File: config.mk
export PLATFORM = sky130hd
export DESIGN_NAME = mult_seq_ctrl
export DESIGN_NICKNAME = d
export VERILOG_FILES = /design/src/rtl/mult_seq_ctrl.sv
export SDC_FILE = /design/constraint.sdc
export NUM_CORES = 1
export LEC_CHECK = 0
export ABC_AREA = 1
export CAP_MARGIN = 20
export CORE_UTILIZATION = 44
export DETAILED_ROUTE_END_ITERATION = 12
export PLACE_DENSITY = 0.74
export SYNTH_ARGS = -nofsm -noshare
export SYNTH_HDL_FRONTEND = slang
export SYNTH_SLANG_ARGS = --single-unit
File: constraint.sdc
create_clock -name clk -period 3.1 [get_ports clk]
set_input_delay 0.62 -clock clk [delete_from_list [all_inputs] [get_ports clk]]
set_output_delay 0.62 -clock clk [all_outputs]
set_load 0.03 [all_outputs]
File: src/rtl/mult_seq_ctrl.sv
`default_nettype none
// ============================================================================
// Module   : mult_seq_ctrl
// Brief    : Shift-and-add N x N -> 2N unsigned multiplier controller that
//            time-shares one external ripple adder.
// Revision : 1.0
// ============================================================================
module mult_seq_ctrl #(
    parameter int N = 4
) (
    input  logic             clk,
    input  logic             reset,
    input  logic             start,
    input  logic [N-1:0]     A,
    input  logic [N-1:0]     B,
    output logic [N-1:0]     add_a,
    output logic [N-1:0]     add_b,
    output logic             add_cin,
    input  logic [N:0]       add_s,
    output logic             busy,
    output logic             done,
    output logic [2*N-1:0]   product
);

    localparam int c_cw = $clog2(N + 1);

    localparam logic [1:0] c_idle  = 2'd0;
    localparam logic [1:0] c_add   = 2'd1;
    localparam logic [1:0] c_shift = 2'd2;
    localparam logic [1:0] c_done  = 2'd3;

    localparam logic [c_cw-1:0] c_last = c_cw'(N - 1);
    localparam logic [c_cw-1:0] c_one  = c_cw'(1);

    logic [1:0]       r_state;
    logic [N-1:0]     r_mcand;
    logic [N-1:0]     r_acc;
    logic             r_carry;
    logic [N-1:0]     r_mq;
    logic [c_cw-1:0]  r_count;
    logic [2*N-1:0]   r_product;

    // Logical right shift of {carry, acc, mq} by one; a zero enters at the top.
    logic [2*N:0]     w_shifted;

    assign w_shifted = {1'b0, r_carry, r_acc, r_mq[N-1:1]};

    assign add_a   = r_acc;
    assign add_b   = r_mq[0] ? r_mcand : '0;
    assign add_cin = 1'b0;
    assign busy    = (r_state == c_add) || (r_state == c_shift);
    assign done    = (r_state == c_done);
    assign product = r_product;

    always_ff @(posedge clk) begin
        if (reset) begin
            r_state   <= c_idle;
            r_mcand   <= '0;
            r_acc     <= '0;
            r_carry   <= 1'b0;
            r_mq      <= '0;
            r_count   <= '0;
            r_product <= '0;
        end else begin
            case (r_state)
                c_idle: begin
                    if (start) begin
                        r_mcand <= A;
                        r_mq    <= B;
                        r_acc   <= '0;
                        r_carry <= 1'b0;
                        r_count <= '0;
                        r_state <= c_add;
                    end
                end
                c_add: begin
                    // Adder carry-out is kept so the next shift brings it into acc.
                    {r_carry, r_acc} <= add_s;
                    r_state          <= c_shift;
                end
                c_shift: begin
                    {r_carry, r_acc, r_mq} <= w_shifted;
                    r_count                <= r_count + c_one;
                    if (r_count == c_last) begin
                        r_product <= w_shifted[2*N-1:0];
                        r_state   <= c_done;
                    end else begin
                        r_state   <= c_add;
                    end
                end
                default: begin
                    r_state <= c_idle;
                end
            endcase
        end
    end

endmodule
`default_nettype wire

==> impl_metrics.csv, run 1 <==
group,metric,value,unit
outcome,run_status,"finished, final reports clean",
sta,period_minus_slack,2.57,ns
synth,synth-seq-area-share,0.410,
drt,via_count,1163,
layout,final_common_cell,"nor2_1",
floorplan,die_width,55.7,um
global_route,globalRouteOverflowTotal,0,
power_and_ir_drop,ir_drop,0.403,mV
layout,final_nets,235,
sta,slew_violations,0,
power_and_ir_drop,powerDensity,564,nW/um^2
placed_design,preCtsSetupSlack,0.918,ns
worst_setup_path,path_delay_family,"buffers and inverters",
sta,finalCritPeriodShare,0.829,
cts,clock_latency,0.33,ns
floorplan,fp-row-count,19,
sta,setup_viol,0,
drt,avgViaCountPerCell,4.81,
layout,drive_gt1_frac,0.0616,
synth,synth.distinct_cells,20,
drt,routedWlPerCell,10.6,um
worst_setup_path,cp_data_arrival_time,1.95,ns
global_route,track_usage,0.181,
cts,cts_hold_buf,0,
drt,antenna_left,0,
power_and_ir_drop,power_leakage,0.730,nW
sta,layout_setup_ws,0.529,ns
floorplan,die_area,3100,sq um
worst_setup_path,critPathCaptureType,"output pin",
layout,area.growth.synth_to_final,29.6,%
global_route,antenna_found_initial,0,
power_and_ir_drop,power,927,uW
placed_design,placed_area,1590,sq um
sta,hold_violations,0,
drt,drt_iter0_drc,40,
worst_setup_path,worstPathRequired,2.48,ns
synth,netlist_instances,179,
job,cap_violations,0,
floorplan,chipHeight,55.7,um
cts,htreeDepth,1,
cts,clk_pin_slew,0.14,ns
worst_setup_path,cp_slowest_stage_delay,0.70,ns
cts,clock_path_buffers,2,
cts,cts.sinks,26,
layout,fin_area,1640,sq um
placed_design,detailed_place_hpwl,1920,um
global_route,grt_pass1_vias,1070,
cts,cts_setup_buffers,0,
cts,root_buffer,"clkbuf_4",
sta,finalSetupTns,0,ns
cts,cts-resized-gates,0,
synth,yosys_warnings,0,
layout,layout_common_cells,"nor2_1 (46), nand2_1 (42), clkdlybuf4s50_1 (33)",
synth,syn_area_per_cell,7.09,sq um
synth,ys_ff_latch,26,
min_path,hp-class,"reg -> reg",
cts,numCtsBuffers,3,
global_route,grt_max_degree,16,
layout,diodes,0,
sta,fmax,0.389,GHz
cts,cts_tree,"yes",
worst_setup_path,cp_num_buf_inv,2,
worst_setup_path,worstPathMaxFanout,5,
sta,rsz0062_at_grt,"false",
synth,syn-num-nets,202,
placed_design,gp_congestion,0.769,
worst_setup_path,r2r_slack,1.26,ns
floorplan,initial_core_util,0.464,
synth,syn-cell-area,1270,sq um
floorplan,core_area,2730,sq um
worst_setup_path,path_cells,"inv_1 -> ha_1 -> clkdlybuf4s50_1",
worst_setup_path,path_class,"reg -> out",
drt,drc,0,
worst_setup_path,slowest_stage,"clkdlybuf4s50_1",
global_route,grt_pass1_wl,4550,um
sta,fin_worst_skew,0.00813,ns
placed_design,portBuffers,33,
worst_setup_path,startpoint_type,"register",
drt,routed_wl,2580,um
drt,dr.pass1.iters,4,
sta,whs,0.487,ns
floorplan,pin_count,35,
-- worst paths after layout --
path / endpoint / cells past startpoint / from
setup reg to reg: r_count[2]$_SDFFE_PP0P_ / 6 / r_state[0]$_SDFFE_PP0P_
setup / recovery: busy / 3 / r_state[0]$_SDFFE_PP0P_
hold / removal: r_count[2]$_SDFFE_PP0P_ / 2 / r_count[2]$_SDFFE_PP0P_
hold reg to reg: r_count[2]$_SDFFE_PP0P_ / 2 / r_count[2]$_SDFFE_PP0P_
-- sequential cells by signal, summed over array words and instances (netlist names) --
register,cells
add_a,4
r_mq,4
r_mcand,4
product,8
r_carry,1
r_count,3
r_state,2
-- synth_stat cells --
cell / number / area share
a211oi_2: 3 / 0.030
a21boi_0: 1 / 0.0059
a21oi_1: 8 / 0.032
buf_1: 2 / 0.0059
buf_12: 1 / 0.016
buf_4: 1 / 0.0059
buf_6: 1 / 0.0089
conb_1: 1 / 0.0030
dfxtp_1: 26 / 0.41
ha_1: 7 / 0.069
inv_1: 16 / 0.047
inv_4: 1 / 0.0049
nand2_1: 42 / 0.12
nand2_2: 2 / 0.0099
nand2_4: 1 / 0.0089
nand3_1: 1 / 0.0039
nor2_1: 46 / 0.14
nor2_2: 1 / 0.0049
o21ai_0: 17 / 0.067
o21ai_2: 1 / 0.0069
-- layout make-up --
class / count / area, sq um
inverter: 17 / 66.3
timing repair buffer: 33 / 330
clock inverter: 1 / 30.0
multi-input combinational: 131 / 636
tap: 31 / 38.8
clock buffer: 3 / 22.5
fill: 268 / 1090
sequential: 26 / 520
-- metal layers --
layer,global-route usage,share of wire,up-vias
met5,0,0,-
met4,0.0429,0.0031,0
met3,0.0512,0.048,2
met2,0.313,0.47,30
met1,0.223,0.48,513
li1,-,-,618
-- through the flow --
step / util / instances
after floorplan: - / 179
after global placement: 0.582 / 238
after detailed placement: 0.582 / 238
after CTS: 0.601 / 242
after global routing: 0.601 / 242
final: 0.601 / 242
-- tightest hold or removal path, cell delays in order, from the launching register on --
cell     delay [ns]
dfxtp_1        0.34
nand2_1        0.06
a21oi_1        0.06
-- where the power goes --
part	internal (mW)	leakage, nW	switching [mW]
logic	0.105	0.490	0.184
registers	0.372	0.212	0.0318
clock network	0.131	0.0279	0.104
total	0.608	0.730	0.320
-- cell families (layout without fill, tap and decap cells) --
kind of cell	count (synthesis)	after routing	share of synthesized area
buffers and inverters	22	54	0.0888
other	1	1	0.00296
AND/OR/NAND/NOR	93	93	0.288
AO/OA/AOI/OAI	30	30	0.141
adder cells (fa/ha/maj)	7	7	0.0690
flip-flops	26	26	0.410
Power figures use the tool's default switching activity.
==> run 2, diff against run 1 <==
clock period = 2.45 ns   (was 3.1 ns; I/O delays follow)
==> impl_metrics.csv, run 2 (same netlist as run 1, synthesis figures left out) <==
group,metric,value,unit
drt,dr.pass1.iters,6,
layout,layout_common_cells,"nor2_1 (46), nand2_1 (42), clkdlybuf4s50_1 (32)",
worst_setup_path,worstPathRequired,1.96,ns
placed_design,gp_congestion,0.774,
cts,cts_tree,"yes",
drt,drt_iter0_drc,19,
layout,fin_area,1650,sq um
sta,finalCritPeriodShare,0.856,
floorplan,pin_count,35,
drt,routed_wl,2500,um
cts,cts-resized-gates,0,
cts,cts_setup_buffers,0,
outcome,run_status,"finished, final reports clean",
cts,root_buffer,"clkbuf_4",
power_and_ir_drop,ir_drop,0.793,mV
floorplan,chipHeight,55.7,um
cts,numCtsBuffers,3,
sta,whs,0.478,ns
power_and_ir_drop,power_leakage,0.748,nW
layout,utilization,0.605,
floorplan,initial_core_util,0.464,
floorplan,die_area,3100,sq um
global_route,grt_pass1_vias,1065,
sta,period_minus_slack,2.10,ns
worst_setup_path,startpoint_type,"register",
cts,cts.sinks,26,
job,cap_violations,0,
worst_setup_path,cp_data_arrival_time,1.61,ns
layout,drive_gt1_frac,0.0660,
placed_design,detailed_place_hpwl,1910,um
power_and_ir_drop,power,1.17,mW
global_route,grt_pass1_wl,4380,um
drt,avgViaCountPerCell,4.74,
placed_design,portBuffers,33,
layout,final_nets,236,
cts,htreeDepth,1,
sta,fin_worst_skew,0.00594,ns
sta,finalSetupTns,0,ns
sta,setup_viol,0,
layout,final_common_cell,"nor2_1",
layout,multi_input_area,636,sq um
layout,area.growth.synth_to_final,30.4,%
layout,diodes,0,
sta,fmax,0.477,GHz
placed_design,placed_area,1600,sq um
min_path,hp-class,"reg -> reg",
sta,hold_violations,0,
drt,via_count,1152,
global_route,track_usage,0.173,
power_and_ir_drop,powerDensity,705,nW/um^2
sta,rsz0062_at_grt,"false",
global_route,grt_max_degree,16,
sta,slew_violations,0,
worst_setup_path,worstPathMaxFanout,6,
cts,clk_pin_slew,0.14,ns
cts,clock_path_buffers,2,
drt,routedWlPerCell,10.3,um
global_route,antenna_found_initial,0,
floorplan,fp-row-count,19,
floorplan,core_area,2730,sq um
layout,largest_reg_flops,8,
floorplan,die_width,55.7,um
layout,fillCellCount,277,
global_route,globalRouteOverflowTotal,0,
worst_setup_path,critPathCaptureType,"output pin",
worst_setup_path,path_class,"reg -> out",
cts,cts_hold_buf,0,
cts,clock_latency,0.33,ns
layout,regArea,520,sq um
drt,drc,0,
drt,antenna_left,0,
[run 2: through the flow]
| step | worst slack, ns | cells |
|---|---|---|
| 2_1_floorplan | 1.01 | 179 |
| 3_3_place_gp | 0.454 | 239 |
| 3_5_place_dp | 0.397 | 239 |
| 4_1_cts | 0.00572 | 243 |
| 5_1_grt | 0.276 | 243 |
| 6_report | 0.352 | 243 |
[run 2: layer usage]
metal / global-route usage / vias to the layer above / share of wire
li1: - / 620 / -
met1: 0.205 / 504 / 0.46
met2: 0.306 / 24 / 0.48
met3: 0.0512 / 4 / 0.040
met4: 0.0393 / 0 / 0.019
met5: 0 / - / 0
[run 2: worst paths after layout]
path                                start                       to  slack (ns)  cells past startpoint
setup / recovery  r_state[1]$_SDFFE_PP0P_                     done        0.35                      2
hold / removal    r_count[1]$_SDFFE_PP0P_  r_count[1]$_SDFFE_PP0P_        0.48                      2
setup reg to reg  r_state[0]$_SDFFE_PP0P_  r_count[2]$_SDFFE_PP0P_        0.67                      6
hold reg to reg   r_count[1]$_SDFFE_PP0P_  r_count[1]$_SDFFE_PP0P_        0.48                      2
[run 2: area by class of cell]
class | instances | share of cell area
multi-input cells | 131 | 0.384
flip-flops and latches | 26 | 0.315
repair buffers | 34 | 0.206
inverters | 17 | 0.0401
well taps | 31 | 0.0234
clock inverters | 1 | 0.0182
clock buffers | 3 | 0.0136
[run 2: critical path: stages (launching register included)]
cell	delay (ns)
dfxtp_1	0.44
ha_1	0.18
clkdlybuf4s50_1	0.66
[run 2: where the power goes]
group / internal [mW] / total, mW / switching (mW)
registers: 0.470 / 0.510 / 0.0395
logic: 0.133 / 0.360 / 0.227
clock network: 0.166 / 0.297 / 0.131
total: 0.769 / 1.17 / 0.398
==> run 3, diff against run 2 <==
PLACE_DENSITY = 0.85   (was 0.74)
==> impl_metrics.csv, run 3 (same netlist as run 1, synthesis figures left out) <==
group,metric,value,unit
worst_setup_path,cp_slowest_stage_delay,0.66,ns
layout,largest_reg_flops,8,
drt,via_count,1140,
power_and_ir_drop,p_switching,379,uW
floorplan,initial_core_util,0.464,
sta,fmax,0.483,GHz
sta,finalSetupTns,0,ns
drt,dr.pass1.iters,6,
global_route,grt_pass1_wl,4110,um
cts,clock_latency,0.31,ns
layout,final_nets,236,
power_and_ir_drop,intPower,660,uW
drt,routed_wl,2310,um
layout,layout_common_cells,"nor2_1 (46), nand2_1 (42), clkdlybuf4s50_1 (32)",
global_route,grt_pass1_vias,979,
worst_setup_path,cp_data_arrival_time,1.58,ns
job,cap_violations,0,
layout,final_common_cell,"nor2_1",
sta,hold_violations,0,
layout,diodes,0,
global_route,antenna_found_initial,0,
global_route,grt_util_met2,0.262,
drt,antenna_left,0,
placed_design,portBuffers,33,
global_route,globalRoute.busiestLayer,"met2",
power_and_ir_drop,pwr-share-comb,0.342,
power_and_ir_drop,power_frac_clock,0.170,
floorplan,die_area,3100,sq um
min_path,hp-class,"reg -> reg",
sta,whs,0.477,ns
cts,clk_pin_slew,0.14,ns
layout,drive_gt1_frac,0.0616,
cts,cts_tree,"yes",
drt,drc,0,
worst_setup_path,cp_num_buf_inv,1,
placed_design,gp_congestion,0.805,
global_route,grt_max_degree,16,
floorplan,chipHeight,55.7,um
power_and_ir_drop,ir_drop,0.421,mV
cts,cts.sinks,26,
layout,fillCellCount,265,
global_route,grtUsageMet1,0.218,
worst_setup_path,worstPathRequired,1.96,ns
worst_setup_path,path_cells,"ha_1 -> clkdlybuf4s50_1",
global_route,met3_usage,0.0326,
worst_setup_path,startpoint_type,"register",
cts,htreeDepth,1,
cts,cts_setup_buffers,0,
floorplan,core_area,2730,sq um
floorplan,die_width,55.7,um
floorplan,pin_count,35,
worst_setup_path,path_class,"reg -> out",
layout,utilization,0.594,
power_and_ir_drop,power,1.04,mW
sta,period_minus_slack,2.07,ns
worst_setup_path,critPathCaptureType,"output pin",
global_route,globalRouteOverflowTotal,0,
power_and_ir_drop,p_sw_frac,0.365,
power_and_ir_drop,power_leakage,0.733,nW
global_route,track_usage,0.161,
worst_setup_path,path_delay_family,"buffers and inverters",
sta,slew_violations,0,
worst_setup_path,slowest_stage,"clkdlybuf4s50_1",
sta,fin_worst_skew,0.00648,ns
layout,area.growth.synth_to_final,28.0,%
drt,routedWlPerCell,9.55,um
sta,setup_viol,0,
floorplan,fp-row-count,19,
outcome,run_status,"finished, final reports clean",
drt,drt_iter0_drc,13,
placed_design,detailed_place_hpwl,1720,um
cts,root_buffer,"clkbuf_4",
cts,numCtsBuffers,3,
drt,avgViaCountPerCell,4.71,
worst_setup_path,worstPathMaxFanout,6,
power_and_ir_drop,powerDensity,639,nW/um^2
sta,rsz0062_at_grt,"false",
power_and_ir_drop,sequentialPowerShare,0.488,
sta,finalCritPeriodShare,0.846,
cts,clock_path_buffers,2,
## run 3: cell count changes in the layout (fill, tap and decap cells not counted)
cell and delta:
bufinv_16 -1
## run 3: per-layer routing
metal,share of wire,vias to the layer above
met5,0,-
met3,0.039,2
li1,-,620
met1,0.49,498
met4,0.0056,0
met2,0.46,20
## run 3: path summary, 6_finish.rpt
check / from / slack (ns) / to / cells after the start
setup reg to reg: r_state[0]$_SDFFE_PP0P_ / 0.66 / r_mq[3]$_SDFFE_PP0P_ / 6
hold / removal: r_count[2]$_SDFFE_PP0P_ / 0.48 / r_count[2]$_SDFFE_PP0P_ / 2
setup / recovery: r_state[1]$_SDFFE_PP0P_ / 0.38 / done / 2
hold reg to reg: r_count[2]$_SDFFE_PP0P_ / 0.48 / r_count[2]$_SDFFE_PP0P_ / 2
## run 3: final cells by class
type | count | area (sq um) | share of cell area
Timing Repair Buffer | 34 | 340 | 0.210
Inverter | 17 | 66.3 | 0.0408
Clock buffer | 3 | 22.5 | 0.0139
Sequential cell | 26 | 520 | 0.320
Tap cell | 31 | 38.8 | 0.0239
Multi-Input combinational cell | 131 | 636 | 0.391
## run 3: per-stage QoR
step / cells / instance area (sq um) / worst slack [ns]
finish: 242 / 1620 / 0.378
global route: 242 / 1620 / 0.293
CTS: 242 / 1620 / 0.0519
detailed placement: 239 / 1600 / 0.428
global placement: 239 / 1600 / 0.448
floorplan: 179 / 1270 / 1.01
## run 3: power groups by stage
stage / logic (mW) / clock network [mW] / registers (mW)
floorplan: 0.257 / 0 / 0.516
global placement: 0.354 / 0 / 0.516
detailed placement: 0.359 / 0 / 0.517
CTS: 0.361 / 0.180 / 0.508
global route: 0.401 / 0.202 / 0.515
finish: 0.355 / 0.176 / 0.507
## run 3: repair_timing
action                                  4_1_cts  5_1_grt
endpoints found under the setup margin        0        1
gates resized for setup                       0        1
hold buffers                                  0        0
## run 3: worst min-delay path, delay by kind of cell, from the launching register on
family	cells	cell delay, ns
flops	1	0.33
simple gates	1	0.06
compound gates	1	0.05
